<file path="src/rtl/kernel_ram_arbiter_if.sv">
// Kernel-side RAM and start/ready/done bundle for kernel_ram_arbiter.
// The master modport is the arbiter; the slave modport is the kernel.
interface kernel_ram_arbiter_if #(
    parameter int unsigned ADDR_WIDTH = 32,
    parameter int unsigned DATA_WIDTH = 32
);
    logic                  start;
    logic                  ready;
    logic                  done;
    logic [ADDR_WIDTH-1:0] raddr;
    logic [DATA_WIDTH-1:0] rdata;
    logic [ADDR_WIDTH-1:0] waddr;
    logic                  wen;
    logic [DATA_WIDTH-1:0] wdata;

    modport master (
        output start,
        output rdata,
        input  ready,
        input  done,
        input  raddr,
        input  waddr,
        input  wen,
        input  wdata
    );

    modport slave (
        input  start,
        input  rdata,
        output ready,
        output done,
        output raddr,
        output waddr,
        output wen,
        output wdata
    );
endinterface

</file>
<file path="src/rtl/kernel_ram_arbiter.sv">
// Round-robin whole-run arbiter sharing one RAM read port and one write port between two kernels.
// Optional watchdog abort is enabled by defining ARB_TIMEOUT_EN.
module kernel_ram_arbiter #(
    parameter int unsigned ADDR_WIDTH     = 32,
    parameter int unsigned DATA_WIDTH     = 32,
    parameter int unsigned TIMEOUT_CYCLES = 1024
) (
    input  logic                  clk,
    input  logic                  rst,
    input  logic                  req_0,
    input  logic                  req_1,
    output logic                  ack_0,
    output logic                  ack_1,
    output logic                  busy,
    output logic                  owner,
    output logic                  err,
    kernel_ram_arbiter_if.master  k0,
    kernel_ram_arbiter_if.master  k1,
    output logic [ADDR_WIDTH-1:0] ram_raddr_0,
    input  logic [DATA_WIDTH-1:0] ram_rdata_0,
    output logic [ADDR_WIDTH-1:0] ram_waddr_0,
    output logic                  ram_wen_0,
    output logic [DATA_WIDTH-1:0] ram_wdata_0
);

    typedef enum logic [2:0] {
        StIdle,
        StStart,
        StAccept,
        StRun,
        StFin
    } state_e;

    state_e state;
    logic   pending_0;
    logic   pending_1;
    logic   last;
    logic   grant_0;
    logic   grant_1;
    logic   cur_ready;
    logic   cur_done;
    logic   active;
    logic   timeout;

    assign cur_ready = owner ? k1.ready : k0.ready;
    assign cur_done  = owner ? k1.done  : k0.done;
    assign active    = (state == StStart) || (state == StAccept) || (state == StRun);

    // Tie goes to the kernel that did not finish last.
    always_comb begin
        grant_0 = 1'b0;
        grant_1 = 1'b0;
        if (state == StIdle) begin
            if (pending_0 && pending_1) begin
                grant_0 = last;
                grant_1 = ~last;
            end else begin
                grant_0 = pending_0;
                grant_1 = pending_1;
            end
        end
    end

`ifdef ARB_TIMEOUT_EN
    localparam int unsigned CntWidth = $clog2(TIMEOUT_CYCLES + 1);

    logic [CntWidth-1:0] tmo_cnt;

    assign timeout = active && (tmo_cnt == CntWidth'(TIMEOUT_CYCLES - 1));

    always_ff @(posedge clk) begin
        if (rst) begin
            tmo_cnt <= '0;
        end else if (grant_0 || grant_1) begin
            tmo_cnt <= '0;
        end else if (active) begin
            tmo_cnt <= tmo_cnt + 1'b1;
        end
    end
`else
    logic unused_timeout_cycles;

    assign timeout               = 1'b0;
    assign unused_timeout_cycles = ^TIMEOUT_CYCLES;
`endif

    always_ff @(posedge clk) begin
        if (rst) begin
            state     <= StIdle;
            pending_0 <= 1'b0;
            pending_1 <= 1'b0;
            last      <= 1'b1;
            owner     <= 1'b0;
            ack_0     <= 1'b0;
            ack_1     <= 1'b0;
            err       <= 1'b0;
        end else begin
            ack_0     <= 1'b0;
            ack_1     <= 1'b0;
            err       <= 1'b0;
            // A request during the owner's own run re-arms its pending bit.
            pending_0 <= (pending_0 & ~grant_0) | req_0;
            pending_1 <= (pending_1 & ~grant_1) | req_1;
            if (timeout) begin
                err   <= 1'b1;
                last  <= owner;
                state <= StIdle;
            end else begin
                unique case (state)
                    StIdle: begin
                        if (grant_0 || grant_1) begin
                            owner <= grant_1;
                            state <= StStart;
                        end
                    end
                    StStart: begin
                        if (cur_ready) begin
                            state <= StAccept;
                        end
                    end
                    // A stale done from the previous run is ignored until ready drops.
                    StAccept: begin
                        if (!cur_ready) begin
                            state <= StRun;
                        end
                    end
                    StRun: begin
                        if (cur_done && cur_ready) begin
                            ack_0 <= ~owner;
                            ack_1 <= owner;
                            state <= StFin;
                        end
                    end
                    StFin: begin
                        last  <= owner;
                        state <= StIdle;
                    end
                    default: state <= StIdle;
                endcase
            end
        end
    end

    assign busy     = (state != StIdle);
    assign k0.start = (state == StStart) && !owner && k0.ready;
    assign k1.start = (state == StStart) && owner && k1.ready;
    assign k0.rdata = ram_rdata_0;
    assign k1.rdata = ram_rdata_0;

    always_comb begin
        ram_raddr_0 = '0;
        ram_waddr_0 = '0;
        ram_wdata_0 = '0;
        ram_wen_0   = 1'b0;
        if (state != StIdle) begin
            if (owner) begin
                ram_raddr_0 = k1.raddr;
                ram_waddr_0 = k1.waddr;
                ram_wdata_0 = k1.wdata;
                ram_wen_0   = k1.wen && !timeout;
            end else begin
                ram_raddr_0 = k0.raddr;
                ram_waddr_0 = k0.waddr;
                ram_wdata_0 = k0.wdata;
                ram_wen_0   = k0.wen && !timeout;
            end
        end
    end

endmodule

</file>
<file path="src/flat_wrapper.sv">
// flat-port wrapper written by rule: the top's interface ports become plain ports
module kernel_ram_arbiter_flat 
#(
    parameter int unsigned ADDR_WIDTH     = 32,
    parameter int unsigned DATA_WIDTH     = 32,
    parameter int unsigned TIMEOUT_CYCLES = 1024
)
  (clk, rst, req_0, req_1, ack_0, ack_1, busy, owner, err, ram_raddr_0, ram_rdata_0, ram_waddr_0, ram_wen_0, ram_wdata_0, k0_start, k0_rdata, k0_ready, k0_done, k0_raddr, k0_waddr, k0_wen, k0_wdata, k1_start, k1_rdata, k1_ready, k1_done, k1_raddr, k1_waddr, k1_wen, k1_wdata);
  kernel_ram_arbiter_if #(.ADDR_WIDTH(ADDR_WIDTH), .DATA_WIDTH(DATA_WIDTH)) k0_i ();
  kernel_ram_arbiter_if #(.ADDR_WIDTH(ADDR_WIDTH), .DATA_WIDTH(DATA_WIDTH)) k1_i ();
  input  logic clk;
  input  logic rst;
  input  logic req_0;
  input  logic req_1;
  output logic ack_0;
  output logic ack_1;
  output logic busy;
  output logic owner;
  output logic err;
  output logic [ADDR_WIDTH-1:0] ram_raddr_0;
  input  logic [DATA_WIDTH-1:0] ram_rdata_0;
  output logic [ADDR_WIDTH-1:0] ram_waddr_0;
  output logic ram_wen_0;
  output logic [DATA_WIDTH-1:0] ram_wdata_0;
  output wire logic [$bits(k0_i.start)-1:0] k0_start;
  output wire logic [$bits(k0_i.rdata)-1:0] k0_rdata;
  input wire logic [$bits(k0_i.ready)-1:0] k0_ready;
  input wire logic [$bits(k0_i.done)-1:0] k0_done;
  input wire logic [$bits(k0_i.raddr)-1:0] k0_raddr;
  input wire logic [$bits(k0_i.waddr)-1:0] k0_waddr;
  input wire logic [$bits(k0_i.wen)-1:0] k0_wen;
  input wire logic [$bits(k0_i.wdata)-1:0] k0_wdata;
  output wire logic [$bits(k1_i.start)-1:0] k1_start;
  output wire logic [$bits(k1_i.rdata)-1:0] k1_rdata;
  input wire logic [$bits(k1_i.ready)-1:0] k1_ready;
  input wire logic [$bits(k1_i.done)-1:0] k1_done;
  input wire logic [$bits(k1_i.raddr)-1:0] k1_raddr;
  input wire logic [$bits(k1_i.waddr)-1:0] k1_waddr;
  input wire logic [$bits(k1_i.wen)-1:0] k1_wen;
  input wire logic [$bits(k1_i.wdata)-1:0] k1_wdata;
  assign k0_start = k0_i.start;
  assign k0_rdata = k0_i.rdata;
  assign k0_i.ready = k0_ready;
  assign k0_i.done = k0_done;
  assign k0_i.raddr = k0_raddr;
  assign k0_i.waddr = k0_waddr;
  assign k0_i.wen = k0_wen;
  assign k0_i.wdata = k0_wdata;
  assign k1_start = k1_i.start;
  assign k1_rdata = k1_i.rdata;
  assign k1_i.ready = k1_ready;
  assign k1_i.done = k1_done;
  assign k1_i.raddr = k1_raddr;
  assign k1_i.waddr = k1_waddr;
  assign k1_i.wen = k1_wen;
  assign k1_i.wdata = k1_wdata;
  kernel_ram_arbiter #(.ADDR_WIDTH(ADDR_WIDTH), .DATA_WIDTH(DATA_WIDTH), .TIMEOUT_CYCLES(TIMEOUT_CYCLES)) u_core (.clk(clk), .rst(rst), .req_0(req_0), .req_1(req_1), .ack_0(ack_0), .ack_1(ack_1), .busy(busy), .owner(owner), .err(err), .k0(k0_i), .k1(k1_i), .ram_raddr_0(ram_raddr_0), .ram_rdata_0(ram_rdata_0), .ram_waddr_0(ram_waddr_0), .ram_wen_0(ram_wen_0), .ram_wdata_0(ram_wdata_0));
endmodule
</file>
<file path="config.mk">
export PLATFORM = sky130hd
export DESIGN_NAME = kernel_ram_arbiter_flat
export DESIGN_NICKNAME = d
export VERILOG_FILES = /design/src/rtl/kernel_ram_arbiter_if.sv /design/src/rtl/kernel_ram_arbiter.sv /design/src/flat_wrapper.sv
export SDC_FILE = /design/constraint.sdc
export NUM_CORES = 1
export LEC_CHECK = 0
export BUFFER_PORTS_ARGS = -buffer_cell sky130_fd_sc_hd__buf_4
export CAP_MARGIN = 20
export CORE_AREA = 3 3 157 159
export DETAILED_ROUTE_END_ITERATION = 12
export DIE_AREA = 0 0 160 162
export SETUP_SLACK_MARGIN = 0.15
export SLEW_MARGIN = 10
export SYNTH_ARGS = -nofsm -noshare
export SYNTH_HDL_FRONTEND = slang
export SYNTH_SLANG_ARGS = --single-unit
</file>
<file path="constraint.sdc">
create_clock -name clk -period 1.7 [get_ports clk]
set_clock_uncertainty 0.05 [all_clocks]
set_input_delay 0.085 -clock clk [delete_from_list [all_inputs] [get_ports clk]]
set_output_delay 0.085 -clock clk [all_outputs]
set_load 0.05 [all_outputs]
</file>
==> results of run 1 <==
==> area by class of cell <==
class	count	area, µm²
fillers	2377	15900
repair buffers	357	3800
multi-input cells	229	3010
well taps	319	399
flip-flops and latches	9	193
clock buffers	4	78.8
inverters	5	21.3
==> cell families (layout without fill, tap and decap cells) <==
kind of cell	after synthesis	after routing	share of synthesized area (%)
other	1	1	0.157
multiplexers	98	98	41.2
flip-flops	9	9	7.57
AND/OR/NAND/NOR	117	117	20.4
buffers and inverters	93	366	26.8
AO/OA/AOI/OAI	13	13	3.84
==> stage by stage <==
step | area, µm² | worst slack (ns) | instances
detailed placement | 5370 | 0.177 | 894
CTS | 6400 | 0.0455 | 915
finish | 7510 | 0.0503 | 923
floorplan | 3010 | -0.00349 | 331
global route | 7510 | -0.0143 | 923
global placement | 5370 | 0.200 | 894
==> cells in the final DEF, fill, tap and decap left out, drive strengths merged <==
cell	n
nor2	100
a311o	1
o211ai	1
mux2i	98
nand3	3
dfxtp	9
buf	350
and2	1
and3b	1
inv	5
conb	1
nor3	1
bufbuf	2
o2111ai	1
a21oi	2
nor2b	2
o21ba	1
clkbuf	8
a211oi	2
nor3b	1
nand4	1
a21boi	2
nand2	3
dlygate4sd3	1
or3	2
o21ai	3
nand3b	2
==> state kept, by name, indices dropped and copies added (netlist names) <==
signal,cells
u_core.state,3
u_core.owner,1
u_core.ack_1,1
u_core.ack_0,1
u_core.last,1
u_core.pending_1,1
u_core.pending_0,1
==> metal layers <==
layer	vias to the layer above	wire length [µm]	track usage, %
met5	-	0	0
met4	0	243	1.78
met3	28	1200	2.55
met2	215	7950	17.0
met1	1548	4860	9.95
li1	1594	-	-
==> worst max-delay path, stage by stage (launching register included) <==
cell     delay, ns
dfxtp_4       0.40
buf_16        0.18
buf_4         0.14
mux2i_1       0.33
nor2_4        0.05
buf_6         0.15
==> timing repair <==
action | in CTS | in global routing
buffers inserted | 11 | 4
hold buffers | 1 | 0
pin swaps | 1 | 78
setup endpoints to repair | 97 | 105
cloned | 5 | 4
gates resized for setup | 133 | 236
hold endpoints to repair | 2 | 0
==> cells in the mapped netlist <==
| cell type | instances |
|---|---|
| dfxtp_1 | 9 |
| nand2_1 | 3 |
| nand3b_1 | 2 |
| conb_1 | 1 |
| and2_1 | 1 |
| a21oi_1 | 2 |
| buf_4 | 73 |
| a211oi_1 | 2 |
| o211ai_1 | 1 |
| a21boi_0 | 2 |
| a311o_1 | 1 |
| nor3b_1 | 1 |
| nor2b_1 | 2 |
| mux2i_1 | 98 |
| o21ai_0 | 2 |
| inv_1 | 5 |
| o2111ai_1 | 1 |
| or3_1 | 2 |
| o21ai_1 | 1 |
| nor3_4 | 1 |
| clkbuf_1 | 3 |
| buf_2 | 12 |
| o21ba_2 | 1 |
| and3b_1 | 1 |
| nor2_1 | 100 |
| nand3_1 | 3 |
| nand4_1 | 1 |
==> how the worst max path moves through the flow <==
stage                    start               to  slack, ns  cells past startpoint
3_3_place_gp   u_core.state[1]  ram_waddr_0[20]       0.20                      5
6_report          u_core.owner  ram_waddr_0[24]       0.05                      5
2_1_floorplan  u_core.state[1]  ram_wdata_0[27]     -0.003                      5
4_1_cts        u_core.state[2]  ram_waddr_0[15]       0.05                      6
3_5_place_dp   u_core.state[1]  ram_waddr_0[19]       0.18                      5
5_1_grt        u_core.state[1]   ram_raddr_0[4]      -0.01                      6
==> power by group through the flow <==
| stage | combinational [µW] | sequential, µW | clock (µW) |
|---|---|---|---|
| after floorplan | 3170 | 251 | 0 |
| after CTS | 4860 | 257 | 423 |
| after detailed placement | 4160 | 254 | 0 |
| after global routing | 6020 | 260 | 434 |
| final | 5790 | 257 | 414 |
| after global placement | 4140 | 253 | 0 |
==> results.toml, run 1 <==
[layout]
antenna_cells = 0
postLayoutCoreUtil_pct = 32.1
area_growth_pct = 215
layout.nets = 839
drive_gt1_share_pct = 89.7

[cts]
clk_pin_slew_ns = 0.04
cts_root_buffer = "clkbuf_16"
clkSinkCount = 9
cts_tree = "done"
htree_levels = 1
clkLatencyLatePin_ns = 0.23
clk_path_buf_depth = 2
cts-buffers-inserted = 3

[run]
max-cap-violations = 0

[status]
status = "finished clean"

[power]
power_frac_clock_pct = 6.4
peakVddDrop_mv = 0.596
powerDensity_nw_per_um2 = 860
seq_power_share_pct = 4.0
total_power_uw = 6460
netSwitchingPower_uw = 3240
intPower_uw = 3220
power.leakage_uw = 0.00294
pwr-share-comb_pct = 89.6
swShare_pct = 50.2

[floorplan]
die_x_um = 160
rows = 56
die-area_um2 = 25900
start_util_pct = 10.2
ios = 402
die-height_um = 162
placeableCoreArea_um2 = 23400

[timing]
setup_viol = 0
holdWs_ns = 0.0292
max_clock_freq_ghz = 0.606
hold_viol_final = 0
finalMaxSlewViolations = 0
fin_crit_ns = 1.65
rsz0062_at_grt = "yes"
tns_ns = 0
timing.final.crit_share_pct = 97.0

[critical_path]
start_kind = "flop"
reg2reg_depth = 4
r2r-start = "u_core.owner"
worst_setup_path_end_kind = "primary output"
worstPathRequired_ns = 1.56
worst-setup-path-type = "flop to primary output"
r2r-end = "u_core.state[1]"
worstPathMaxFanout = 15
crit_arrival_ns = 1.51
regToRegSetupSlack_ns = 0.21

[synthesis]
synth_seq_cells = 9
syn_nets = 565
syn_area_um2 = 2380
synthDistinctLibCells = 27
syn_inst = 331
yosysWarnings = 0
yosys-top-cells-area = "mux2i_1 41%, buf_4 23%, nor2_1 16%, dfxtp_1 7.6%, buf_2 2.5%"
ys_seq_area_share_pct = 7.57
synth_top_area_share_pct = 41.2
yosys.area.top_type = "mux2i_1"
avgSynthCellArea_um2 = 7.19

[drt]
antenna_left = 0
firstDrtPassIters = 5
vias = 3385
drtIter0Drc = 64
routed_via_density = 3.67
wl_per_cell_um = 15.4
drcViolationCount = 0
drt_wl_total_um = 14300

[hold_path]
hold_depth = 2
min_to = "u_core.pending_1"
worstHoldStart = "req_1"
holdCritPathClass = "input pin to flop"

[grt]
grt_usage_pct = 8.97
grt_pass1_vias = 3444
overflow = 0
grt_pass1_wl_um = 18800
antenna_found_initial = 0
grt_max_degree = 16

[placed_design]
dp_hpwl_um = 9850
portBuffers = 304
gp_routability_congestion = 0.712
Power figures use the tool's default switching activity.
==> inputs of run 2 (changes only) <==
Settings changed: BUFFER_PORTS_ARGS -buffer_cell sky130_fd_sc_hd__buf_4 to -buffer_cell sky130_fd_sc_hd__buf_2, HOLD_SLACK_MARGIN set to 0.03, MAX_ROUTING_LAYER set to met4.
==> run 2 against run 1 <==
Total power fell by 6.5%. Die area stayed put. Clock power grew 3%. Hold slack improved by 0.091 ns. Via count fell by 1.0%. Global-route usage up 0.45 points. Count of clock-buffer cells in the layout unchanged. Critical path depth is 1 higher. Maximum frequency fell by 2.2%. Worst setup slack worse by 0.036 ns. Sequential power barely moved. First-iteration DRC count shrank 9.4%. Highest routed layer unchanged.
==> results.toml, run 2 (synthesized netlist as in run 1, its figures left out) <==
[drt]
firstDrtPassIters = 4
vias = 3351
drtIter0Drc = 58
routed_via_density = 3.59
antenna_left = 0
drt_wl_total_um = 13800
wl_per_cell_um = 14.7
drcViolationCount = 0

[layout]
regMostFlops = "u_core.state"
area_growth_pct = 178
final_cells = 933
drive_gt1_share_pct = 87.6
final_cell_mix = "222 x buf_2, 82 x nor2_4, 46 x buf_6"
fillCellCount = 2426
seqCellArea_um2 = 193
largest_reg_flops = 3
multi_input_area_um2 = 2840
layout.nets = 849
antenna_cells = 0
postLayoutCoreUtil_pct = 28.3
mostFrequentLayoutCell = "buf_2"

[power]
netSwitchingPower_uw = 3150
swShare_pct = 52.2
seq_power_share_pct = 4.2
power_frac_clock_pct = 7.1
intPower_uw = 2880
peakVddDrop_mv = 0.534
pwr-share-comb_pct = 88.7
power.leakage_uw = 0.00272
powerDensity_nw_per_um2 = 913

[grt]
overflow = 0
antenna_found_initial = 0
grt_max_degree = 18
grt_pass1_wl_um = 19100
grt_usage_pct = 9.41
grt_pass1_vias = 3506

[critical_path]
worstPathMaxFanout = 8
crit_top_cell = "buf_12"
crit_buf_inv = 4
critical-path-top-delay-family = "buffers and inverters"
critPathSlowestCell = "dfxtp_4"
max_stage_delay_ns = 0.34
crit_arrival_ns = 1.55
path_cells = "nor3_4 > buf_12 > buf_12 > clkbuf_16 > nor2_4 > buf_6"
worst_setup_path_end_kind = "primary output"
worstPathRequired_ns = 1.56
start_kind = "flop"
worst-setup-path-type = "flop to primary output"

[timing]
fin_crit_ns = 1.69
finalMaxSlewViolations = 0
timing.final.crit_share_pct = 99.2
rsz0062_at_grt = "yes"
hold_viol_final = 0
max_clock_freq_ghz = 0.593
tns_ns = 0
setup_viol = 0

[placed_design]
gp_routability_congestion = 0.728
dp_hpwl_um = 9090
place_inst = 897
portBuffers = 304

[run]
max-cap-violations = 0

[cts]
cts-buffers-inserted = 3
clkLatencyLatePin_ns = 0.24
clk_path_buf_depth = 2
cts_root_buffer = "clkbuf_16"
clk_pin_slew_ns = 0.04
cts_tree = "done"
clkSinkCount = 9
htree_levels = 1

[floorplan]
die-area_um2 = 25900
die-height_um = 162
ios = 402
die_x_um = 160
start_util_pct = 10.2
rows = 56
placeableCoreArea_um2 = 23400

[hold_path]
holdCritPathClass = "input pin to primary output"

[status]
status = "finished clean"
==> run 2: path summary, 6_finish.rpt <==
kind                    start               to  slack (ns)  depth (start not counted)
min           ram_rdata_0[10]     k1_rdata[10]        0.12                          0
min reg2reg  u_core.pending_1     u_core.owner        0.44                          2
max reg2reg      u_core.owner  u_core.state[1]        0.25                          4
max           u_core.state[2]  ram_waddr_0[20]        0.01                          6
==> run 2: power by group through the flow <==
| stage | combinational, µW | clock [µW] | sequential, µW |
|---|---|---|---|
| after floorplan | 3170 | 0 | 251 |
| after global placement | 3780 | 0 | 253 |
| after detailed placement | 3790 | 0 | 254 |
| after CTS | 4910 | 434 | 254 |
| after global routing | 5570 | 442 | 258 |
| final | 5360 | 426 | 254 |
==> run 2: what timing repair did <==
item | CTS | global route
endpoints found under the hold margin | 3 | 0
endpoints found under the setup margin | 98 | 101
pin swaps | 25 | 24
resized for setup | 255 | 108
gates cloned | 4 | 3
hold buffers | 3 | 0
buffers inserted | 18 | 4
==> run 2: area by class of cell <==
type                       instances  share of cell area, %
timing repair buffer             367                   46.7
tap                              319                   6.03
clock buffer                       4                   1.19
inverter                           5                  0.284
multi-input combinational        229                   42.9
sequential                         9                   2.91
==> run 2: per-layer routing <==
metal	routed length, µm	vias up	share of wire, %	track usage [%]
li1	-	1609	-	-
met1	4810	1517	35	10.1
met2	7690	204	56	17.7
met3	1090	21	7.9	2.42
met4	161	0	1.2	1.54
met5	0	-	0	-
==> run 2: worst register-to-register path: cells and delay by family (launching register included) <==
family / cells / cell delay [ns]
simple gates: 2 / 0.42
flops: 1 / 0.37
compound gates: 1 / 0.20
buf+inv: 1 / 0.30
==> run 2: stage by stage <==
stage               hold WS [ns]  worst slack (ns)  cell area (µm²)  total power [µW]
global placement           0.120             0.187             4630              4030
finish                     0.120            0.0138             6620              6040
CTS                        0.120           0.00508             6080              5600
floorplan                 0.0944          -0.00349             3010              3420
global route               0.120           -0.0532             6620              6270
detailed placement         0.120             0.169             4630              4050
